**src/rtl/cache_arbiter_pkg.sv**
```systemverilog
// Shared types for the L1 miss arbiter: FSM states, grant ids and the
// packed master-side request bundle that the output mux steers.
package cache_arbiter_types;

    localparam int SEL_W = 16;
    localparam int ADR_W = 12;
    localparam int DAT_W = 128;

    typedef enum logic [1:0] {
        ST_IDLE    = 2'd0,
        ST_SERVE_I = 2'd1,
        ST_SERVE_D = 2'd2
    } state_t;

    typedef enum logic {
        GNT_I = 1'b0,
        GNT_D = 1'b1
    } grant_t;

    typedef struct packed {
        logic             cyc;
        logic             stb;
        logic             we;
        logic [SEL_W-1:0] sel;
        logic [ADR_W-1:0] adr;
        logic [DAT_W-1:0] dat;
    } wb_req_t;

    localparam int REQ_W = $bits(wb_req_t);

endpackage

```
**src/rtl/generic_mux.sv**
```systemverilog
// Generic N-way one-hot-free mux: purely combinational, zero latency.
// An out-of-range select yields all zeros.
module generic_mux #(
    parameter int WIDTH = 1,
    parameter int N     = 2,
    localparam int SEL_W = (N > 1) ? $clog2(N) : 1
) (
    input  logic [N-1:0][WIDTH-1:0] din,
    input  logic [SEL_W-1:0]        sel,
    output logic [WIDTH-1:0]        dout
);

    always_comb begin
        dout = '0;
        for (int i = 0; i < N; i++) begin
            if (sel == SEL_W'(i)) dout = din[i];
        end
    end

endmodule

```
**src/rtl/cache_arbiter.sv**
```systemverilog
// Arbitrates icache/dcache Wishbone miss traffic onto one L2 master port.
// Grant takes one IDLE cycle; ACK/RTY/DAT_S pass back with zero added latency.
module cache_arbiter
    import cache_arbiter_types::*;
#(
    parameter bit FIXED_PRIORITY = 1'b0
) (
    input  logic             clk,
    input  logic             rst,
    input  logic             icache_cyc,
    input  logic             icache_stb,
    input  logic             icache_we,
    input  logic [SEL_W-1:0] icache_sel,
    input  logic [ADR_W-1:0] icache_adr,
    input  logic [DAT_W-1:0] icache_dat_m,
    output logic [DAT_W-1:0] icache_dat_s,
    output logic             icache_ack,
    output logic             icache_rty,
    input  logic             dcache_cyc,
    input  logic             dcache_stb,
    input  logic             dcache_we,
    input  logic [SEL_W-1:0] dcache_sel,
    input  logic [ADR_W-1:0] dcache_adr,
    input  logic [DAT_W-1:0] dcache_dat_m,
    output logic [DAT_W-1:0] dcache_dat_s,
    output logic             dcache_ack,
    output logic             dcache_rty,
    output logic             out_clk,
    output logic             out_cyc,
    output logic             out_stb,
    output logic             out_we,
    output logic [SEL_W-1:0] out_sel,
    output logic [ADR_W-1:0] out_adr,
    output logic [DAT_W-1:0] out_dat_m,
    input  logic [DAT_W-1:0] out_dat_s,
    input  logic             out_ack,
    input  logic             out_rty,
    output logic             debug_grant_i,
    output logic             debug_grant_d
);

    state_t state_q, state_d;
    grant_t last_q, last_d;
    logic   blk_i_q, blk_i_d;
    logic   blk_d_q, blk_d_d;
    logic   gnt_i, gnt_d;
    logic   req_i, req_d, done;

    // A port that just completed sits out one IDLE cycle so the other side gets a turn.
    assign req_i = icache_cyc & icache_stb & ~blk_i_q;
    assign req_d = dcache_cyc & dcache_stb & ~blk_d_q;
    assign done  = out_ack | out_rty;

    always_comb begin
        state_d = state_q;
        last_d  = last_q;
        blk_i_d = 1'b0;
        blk_d_d = 1'b0;
        gnt_i   = 1'b0;
        gnt_d   = 1'b0;
        case (state_q)
            ST_IDLE: begin
                if (req_d && (!req_i || FIXED_PRIORITY || last_q == GNT_I)) begin
                    gnt_d   = 1'b1;
                    state_d = ST_SERVE_D;
                    last_d  = GNT_D;
                end else if (req_i) begin
                    gnt_i   = 1'b1;
                    state_d = ST_SERVE_I;
                    last_d  = GNT_I;
                end
            end
            ST_SERVE_I: begin
                if (done) begin
                    state_d = ST_IDLE;
                    blk_i_d = 1'b1;
                end else if (!icache_cyc) begin
                    state_d = ST_IDLE;
                end
            end
            ST_SERVE_D: begin
                if (done) begin
                    state_d = ST_IDLE;
                    blk_d_d = 1'b1;
                end else if (!dcache_cyc) begin
                    state_d = ST_IDLE;
                end
            end
            default: state_d = ST_IDLE;
        endcase
    end

    always_ff @(posedge clk) begin
        if (rst) begin
            state_q <= ST_IDLE;
            last_q  <= GNT_I;
            blk_i_q <= 1'b0;
            blk_d_q <= 1'b0;
        end else begin
            state_q <= state_d;
            last_q  <= last_d;
            blk_i_q <= blk_i_d;
            blk_d_q <= blk_d_d;
        end
    end

    // Select 0 (all-zero bundle) covers both IDLE and the reset cycle.
    logic [1:0]            mux_sel;
    logic [2:0][REQ_W-1:0] mux_din;
    logic [REQ_W-1:0]      mux_dout;
    wb_req_t               out_req;

    always_comb begin
        mux_sel = 2'd0;
        if (!rst) begin
            case (state_q)
                ST_SERVE_I: mux_sel = 2'd1;
                ST_SERVE_D: mux_sel = 2'd2;
                default:    mux_sel = 2'd0;
            endcase
        end
    end

    assign mux_din[0] = '0;
    assign mux_din[1] = {icache_cyc, icache_stb, icache_we, icache_sel, icache_adr, icache_dat_m};
    assign mux_din[2] = {dcache_cyc, dcache_stb, dcache_we, dcache_sel, dcache_adr, dcache_dat_m};

    generic_mux #(.WIDTH(REQ_W), .N(3)) u_req_mux (
        .din  (mux_din),
        .sel  (mux_sel),
        .dout (mux_dout)
    );

    assign out_req   = wb_req_t'(mux_dout);
    assign out_clk   = clk;
    assign out_cyc   = out_req.cyc;
    assign out_stb   = out_req.stb;
    assign out_we    = out_req.we;
    assign out_sel   = out_req.sel;
    assign out_adr   = out_req.adr;
    assign out_dat_m = out_req.dat;

    assign icache_ack    = (mux_sel == 2'd1) & out_ack;
    assign icache_rty    = (mux_sel == 2'd1) & out_rty;
    assign dcache_ack    = (mux_sel == 2'd2) & out_ack;
    assign dcache_rty    = (mux_sel == 2'd2) & out_rty;
    assign icache_dat_s  = out_dat_s;
    assign dcache_dat_s  = out_dat_s;
    assign debug_grant_i = gnt_i & ~rst;
    assign debug_grant_d = gnt_d & ~rst;

endmodule

```
**config.mk**
```make
export PLATFORM = sky130hd
export DESIGN_NAME = cache_arbiter
export DESIGN_NICKNAME = d
export VERILOG_FILES = /design/src/rtl/cache_arbiter_pkg.sv /design/src/rtl/generic_mux.sv /design/src/rtl/cache_arbiter.sv
export SDC_FILE = /design/constraint.sdc
export NUM_CORES = 1
export LEC_CHECK = 0
export ABC_AREA = 1
export CAP_MARGIN = 20
export CORE_AREA = 2 2 336 338
export CTS_BUF_LIST = sky130_fd_sc_hd__clkbuf_4 sky130_fd_sc_hd__clkbuf_8
export DETAILED_ROUTE_END_ITERATION = 10
export DIE_AREA = 0 0 338 340
export GPL_TIMING_DRIVEN = 0
export SLEW_MARGIN = 30
export SYNTH_ARGS = -nofsm -noshare
export SYNTH_HDL_FRONTEND = slang
export SYNTH_SLANG_ARGS = --single-unit
```
**constraint.sdc**
```tcl
create_clock -name clk -period 1.7 [get_ports clk]
set_clock_uncertainty 0.05 [all_clocks]
set_input_delay 0.34 -clock clk [delete_from_list [all_inputs] [get_ports clk]]
set_output_delay 0.34 -clock clk [all_outputs]
set_load 0.01 [all_outputs]
```
==> flow_summary.yaml, run 1 <==
floorplan:
  starting_density_of_the_core: 0.0423
  area_of_the_die_um2: 115000
  design.core.area_um2: 112000
  die_h_um: 340
  die_w_um: 338
  floorplan.rows: 123
  floorplan.io_pins: 872
placement:
  worst_setup_slack_after_placement_ns: -2.26
  post-dp-hpwl_um: 74400
  placement.io_buffers: 743
  detailed_place.area_um2: 14000
  placed_cells_incl_taps: 3075
  gp_routability_congestion: 0.949
sta:
  drv_slew: 0
  final_hold_viol_count: 0
  final-setup-viol-count: 165
  worstMarginPinSlew_ns: 0.492
  finalCriticalPeriod_ns: 2.26
  max_clock_freq_ghz: 0.443
  final.setup.tns_ns: -69.51
  hold_ws_ns: 0.334
  rsz_0062_raised_after_global_routing: "yes"
  timing.slew.headroom: 0.671
  worst_slack_ns: -0.556
  layout_worst_path_cycle_share: 1.33
routing:
  drt-wirelength-per-cell_um: 27.1
  drt-pass1-iter-count: 4
  final_antenna_net_count: 0
  post-route-drc-count: 0
  drt_wl_total_um: 85200
  initialDrtViolationCount: 286
  dr_total_vias: 8708
  detail_route.vias_per_cell: 2.77
worst_setup_path:
  crit_type: "reg -> out"
  setup.worst_path.end_class: "output pin"
  critical_path.reg2reg.endpoint: "state_q[0]"
  critical_path_arrival_ns: 1.87
  critPathCapture: "out_adr[2]"
  critical_path_required_ns: 1.31
  startpoint: "state_q[0]"
  nature_of_the_critical_path_startpoint: "register"
  cp_max_fo: 5
  worstReg2RegStart: "state_q[0]"
  reg2reg_path_depth: 8
  r2r_setup_slack_ns: 0.25
grt:
  number_of_antenna_violations_at_the_first_check_in_global_routing: 13
  pin_count_of_the_biggest_net_entering_global_routing: 11
  overflow: 0
  grt_pass1_wl_um: 98400
  first_global_vias: 8600
  grt_usage: 0.137
clock_network:
  cts_tree: "built"
  clk-insertion-delay-late_ns: 0.33
  clk_pin_slew_worst_paths_ns: 0.04
synthesis:
  ys_warn_count: 0
  post_synth_and_or_nand_nor_area_fraction: 0.200
  postSynthRegisterBits: 5
  ys_top_cells_by_count: "buf_4, nand3_1, inv_1, o21ai_1, buf_2"
  yosysMostFrequentCell: "buf_4"
  synth_xor_area_frac: 0
  synth_enable_flop_cells: 0
  netlist_area_um2: 4710
  synth-compound-area-share: 0.172
  post-synth-top-area-cell: "buf_4"
  synth_mux_area_frac: 0
  register_area_share_after_synthesis: 0.0212
  arithmetic_cell_share_of_the_synthesized_area_counting_full_adders_half_adders_and_majority_gates: 0
  synthesis.nets: 1282
  synth_top_area_frac: 0.411
  post_synthesis_average_cell_area_um2: 5.67
  main_combinational_cell_family_by_area_after_synthesis: "buffers and inverters"
  yosys.cell_types.count: 18
  ys_top_cells_by_area: "buf_4, nand3_1, o21ai_1, inv_1, buf_2"
  synthesis.instances: 832
  synth-main-ff-cell: "dfxtp_1"
  postSynth.asyncResetShare: 0
pwr:
  int_pwr_mw: 3.02
  power_density_nw_per_um2: 308
  vdd_ir_drop_max_mv: 0.215
  p_sw_frac: 0.434
  static-leakage-power_nw: 7.02
  power.sequential.fraction: 0.026
  clockPowerShare: 0.092
  netSwitchingPower_mw: 2.32
  pwr-share-comb: 0.882
final_layout:
  seq_area_um2: 105
  final_non_filler_cell_total: 3148
  num-fill-cells: 12500
  layout.cell_area.non_filler_um2: 17300
  multi_input_comb_area_um2: 3630
  layout-area-overhead-vs-synth_pct: 268
  drive_above_1_share: 0.478
  finish.net_count: 2084
run:
  drv.max_cap_violation_count: 0
outcome:
  violations_in_the_final_reports: "negative setup slack"
  status: "complete, but fails checks"
min_path:
  hold_class: "in -> reg"
[routing by layer]
metal	up-vias	routed length [um]	global-route usage
met4	4	1790	0.0137
met2	533	39400	0.230
li1	3999	-	-
met3	70	8420	0.0423
met5	-	34	0
met1	4102	35600	0.176
[power groups by stage]
stage | clock (mW) | sequential, mW | combinational [mW]
2_1_floorplan | 0.0485 | 0.136 | 1.20
3_3_place_gp | 0.0924 | 0.137 | 3.86
3_5_place_dp | 0.0924 | 0.137 | 3.86
4_1_cts | 0.521 | 0.138 | 4.44
5_1_grt | 0.526 | 0.141 | 4.96
6_report | 0.492 | 0.140 | 4.71
[sequential cells by signal, indices dropped and copies added, names as in the netlist]
signal   cells
blk_d_q      1
blk_i_q      1
last_q       1
state_q      2
[placed cells by master (no fill, tap or decap)]
master	n
o21ai_0	4
clkbuf_2	5
dlymetal6s2s_1	4
buf_6	125
nand2_1	7
nand4_1	1
nand3_1	55
clkbuf_4	4
a21oi_2	1
nand3_4	53
clkdlybuf4s50_1	572
clkbuf_16	9
buf_2	23
nand3_2	59
buf_8	13
buf_4	306
o21ai_2	67
inv_4	2
clkdlybuf4s15_2	1
a21oi_1	3
and2_4	1
dfxtp_2	1
inv_2	1
nor2_1	9
nor2_4	5
o21ai_1	32
dfxtp_4	1
o21ai_4	55
clkbuf_8	6
buf_12	31
inv_1	163
buf_16	10
nand2_8	1
diode_2	15
dfxtp_1	3
[critical path, stage by stage (launching register included)]
cell,delay (ns)
dfxtp_4,0.37
nor2_4,0.13
buf_12,0.16
buf_16,0.19
buf_12,0.14
buf_12,0.14
nand3_2,0.07
o21ai_2,0.07
buf_6,0.20
[what timing repair did]
item	CTS	global route
setup buffers	15	28
hold buffers	0	0
pin swaps	8	11
setup endpoints to repair	169	166
hold endpoints to repair	0	0
gates resized for setup	1228	359
gates cloned	10	9
[logic make-up (layout without fill, tap and decap cells)]
family	Yosys count	in the layout
buffers and inverters	474	1275
other	0	15
AND/OR/NAND/NOR	191	191
AO/OA/AOI/OAI	162	162
flip-flops	5	5
[how the worst min path moves through the flow]
stage,from,to,slack [ns],cells past startpoint
final,rst,state_q[1],0.33,2
after global routing,rst,state_q[1],0.36,2
after floorplan,rst,last_q,0.36,1
after CTS,rst,state_q[1],0.33,2
after global placement,last_q,last_q,0.40,2
after detailed placement,last_q,last_q,0.42,2
[per-stage QoR]
step	power (mW)	utilization
final	5.34	0.155
after global placement	4.09	0.126
after floorplan	1.38	-
after detailed placement	4.09	0.126
after CTS	5.09	0.144
after global routing	5.63	0.155
[area by class of cell]
class	count	area share
diodes	15	0.00216
plain buffers	303	0.152
clock buffers	8	0.00584
inverters	166	0.0362
multi-input cells	353	0.209
flip-flops and latches	5	0.00606
well taps	1500	0.108
repair buffers	798	0.480
Power figures use the tool's default switching activity.
==> run 2, diff against run 1 <==
--- a/config.mk
+++ b/config.mk
@@ -5,12 +5,11 @@
 export SDC_FILE = /design/constraint.sdc
 export NUM_CORES = 1
 export LEC_CHECK = 0
-export ABC_AREA = 1
 export CAP_MARGIN = 20
-export CORE_AREA = 2 2 336 338
+export CORE_AREA = 2 2 338 340
 export CTS_BUF_LIST = sky130_fd_sc_hd__clkbuf_4 sky130_fd_sc_hd__clkbuf_8
 export DETAILED_ROUTE_END_ITERATION = 10
-export DIE_AREA = 0 0 338 340
+export DIE_AREA = 0 0 340 342
 export GPL_TIMING_DRIVEN = 0
 export SLEW_MARGIN = 30
 export SYNTH_ARGS = -nofsm -noshare
==> constraint.sdc (replaced) <==
create_clock -name clk -period 2.9 [get_ports clk]
set_clock_uncertainty 0.05 [all_clocks]
set_input_delay 0.58 -clock clk [delete_from_list [all_inputs] [get_ports clk]]
set_output_delay 0.58 -clock clk [all_outputs]
set_load 0.01 [all_outputs]
==> run 2 against run 1 <==
The run now ends clean. Synthesized cell count fell by 42%. Sequential power down 45%. Sequential cell count unchanged. Total power down 60%. Register-to-register slack better by 1.2 ns. Final cell count fell by 12%. Sequential share of layout area is 0.16 points higher. Non-clock buffer count down 45. Core utilization fell by 3.4 points. Clock power down 38%. Largest cell class unchanged. Highest routed layer unchanged.
==> flow_summary.yaml, run 2 <==
synthesis:
  post_synthesis_average_cell_area_um2: 7.98
  synth_top_area_frac: 0.505
  ys_top_cells_by_area: "buf_4, a22o_1, buf_6, buf_2, dfxtp_1"
  register_area_share_after_synthesis: 0.0261
  synthesis.instances: 481
  ys_warn_count: 0
  postSynth.asyncResetShare: 0
  postSynthRegisterBits: 5
  ys_top_cells_by_count: "buf_4, a22o_1, buf_2, buf_6, dfxtp_1"
  synth_enable_flop_cells: 0
  post-synth-top-area-cell: "buf_4"
  synth-main-ff-cell: "dfxtp_1"
  yosys.cell_types.count: 21
  yosysMostFrequentCell: "buf_4"
  synthesis.nets: 931
  netlist_area_um2: 3840
grt:
  pin_count_of_the_biggest_net_entering_global_routing: 11
  grt_usage: 0.124
  first_global_vias: 6834
  number_of_antenna_violations_at_the_first_check_in_global_routing: 27
  grt_pass1_wl_um: 89100
  overflow: 0
final_layout:
  layout-area-overhead-vs-synth_pct: 258
  layout.cells.most_common: "clkdlybuf4s50_1"
  utilization: 0.121
  multi_input_comb_area_um2: 1690
  top_register: "state_q"
  seq_area_um2: 105
  num-fill-cells: 13000
  finish.net_count: 1703
  commonest_non_fill_non_tap_cells_in_the_layout: "clkdlybuf4s50_1, buf_4, a22o_1"
  largest_reg_flops: 2
  drive_above_1_share: 0.343
routing:
  initialDrtViolationCount: 216
  drt-wirelength-per-cell_um: 27.5
  dr_total_vias: 6814
  final_antenna_net_count: 0
  detail_route.vias_per_cell: 2.46
  post-route-drc-count: 0
  drt-pass1-iter-count: 4
  drt_wl_total_um: 76200
worst_setup_path:
  setup.worst_path.end_class: "output pin"
  cp_max_fo: 10
  critical_path_arrival_ns: 2.21
  nature_of_the_critical_path_startpoint: "register"
  critical_path_required_ns: 2.27
  crit_type: "reg -> out"
sta:
  final.setup.tns_ns: 0
  timing.slew.headroom: 0.614
  finalCriticalPeriod_ns: 2.84
  rsz_0062_raised_after_global_routing: "no"
  layout_worst_path_cycle_share: 0.978
  final_hold_viol_count: 0
  hold_ws_ns: 0.459
  worst_slack_ns: 0.0628
  max_clock_freq_ghz: 0.352
  final-setup-viol-count: 0
  drv_slew: 0
  worstMarginPinSlew_ns: 0.580
pwr:
  netSwitchingPower_uw: 730
  power_density_nw_per_um2: 154
  design_power_total_mw: 2.12
  vdd_ir_drop_max_mv: 0.0963
  power.sequential.fraction: 0.036
  p_sw_frac: 0.345
  int_pwr_mw: 1.39
  pwr-share-comb: 0.821
  static-leakage-power_nw: 5.72
  clockPowerShare: 0.143
floorplan:
  area_of_the_die_um2: 116000
  floorplan.io_pins: 872
  starting_density_of_the_core: 0.0339
  die_h_um: 342
  floorplan.rows: 124
  design.core.area_um2: 113000
  die_w_um: 340
outcome:
  status: "finished, final reports clean"
run:
  drv.max_cap_violation_count: 0
placement:
  placement.io_buffers: 743
  worst_setup_slack_after_placement_ns: -1.67
  gp_routability_congestion: 0.834
  post-dp-hpwl_um: 70000
min_path:
  hold_class: "reg -> reg"
clock_network:
  clk_pin_slew_worst_paths_ns: 0.04
  clk-insertion-delay-late_ns: 0.34
  cts_tree: "built"
-- run 2: cells by family (layout without fill, tap and decap cells) --
logic type | Yosys count | in the layout | synth area share
buffers and inverters | 293 | 1064 | 0.569
AOI/OAI and AO/OA | 163 | 163 | 0.369
and+or+nand+nor | 20 | 20 | 0.0355
DFF | 5 | 5 | 0.0261
other | 0 | 5 | 0
-- run 2: per-stage QoR --
step / cells / instance area [um2]
2_1_floorplan: 481 / 3840
3_3_place_gp: 2736 / 13200
3_5_place_dp: 2736 / 13200
4_1_cts: 2764 / 13700
5_1_grt: 2764 / 13700
6_report: 2769 / 13700
-- run 2: what timing repair did --
action / in CTS / in global routing
resized for setup: 528 / 13
gates cloned: 3 / 0
hold buffers: 0 / 0
hold endpoints to repair: 0 / 0
setup endpoints to repair: 164 / 11
pin swaps: 2 / 1
setup buffers: 18 / 0
-- run 2: area by class of cell --
type | count | area share
multi-input combinational | 183 | 0.123
tap | 1512 | 0.138
buffer | 293 | 0.178
clock buffer | 8 | 0.00748
antenna | 5 | 0.000912
sequential | 5 | 0.00766
timing repair buffer | 763 | 0.545
-- run 2: power groups by stage --
stage	Combinational [mW]	Clock, mW	Sequential, mW
floorplan	0.526	0.0284	0.0757
global placement	1.75	0.0542	0.0772
detailed placement	1.75	0.0542	0.0773
CTS	1.79	0.312	0.0769
global route	1.83	0.321	0.0774
finish	1.74	0.303	0.0771
-- run 2: path summary, 6_finish.rpt --
check	from	endpoint	slack, ns	cells past startpoint
max	state_q[0]	out_dat_m[22]	0.06	5
min	last_q	last_q	0.46	1
max reg2reg	state_q[0]	state_q[1]	1.43	5
min reg2reg	last_q	last_q	0.46	1
-- run 2: routing by layer --
layer  global-route usage  routed length, um  vias up
met2                0.209              36000      482
met4              0.00820                504       26
met3               0.0466               6990       54
met5                    0                151        -
li1                     -                  -     3047
met1                0.155              32600     3205
-- run 2: worst max-delay path, cell delays in order (launching register included) --
cell             delay, ns
dfxtp_2               0.37
nor3b_4               0.28
clkbuf_16             0.25
buf_4                 0.22
a22o_4                0.17
clkdlybuf4s50_1       0.56
==> run 3, diff against run 2 <==
--- a/config.mk
+++ b/config.mk
@@ -5,7 +5,7 @@
 export SDC_FILE = /design/constraint.sdc
 export NUM_CORES = 1
 export LEC_CHECK = 0
-export CAP_MARGIN = 20
+export CAP_MARGIN = 10
 export CORE_AREA = 2 2 338 340
 export CTS_BUF_LIST = sky130_fd_sc_hd__clkbuf_4 sky130_fd_sc_hd__clkbuf_8
 export DETAILED_ROUTE_END_ITERATION = 10
==> results of run 3 <==
The final DEF is identical to that of run 2; final timing and power are the same.
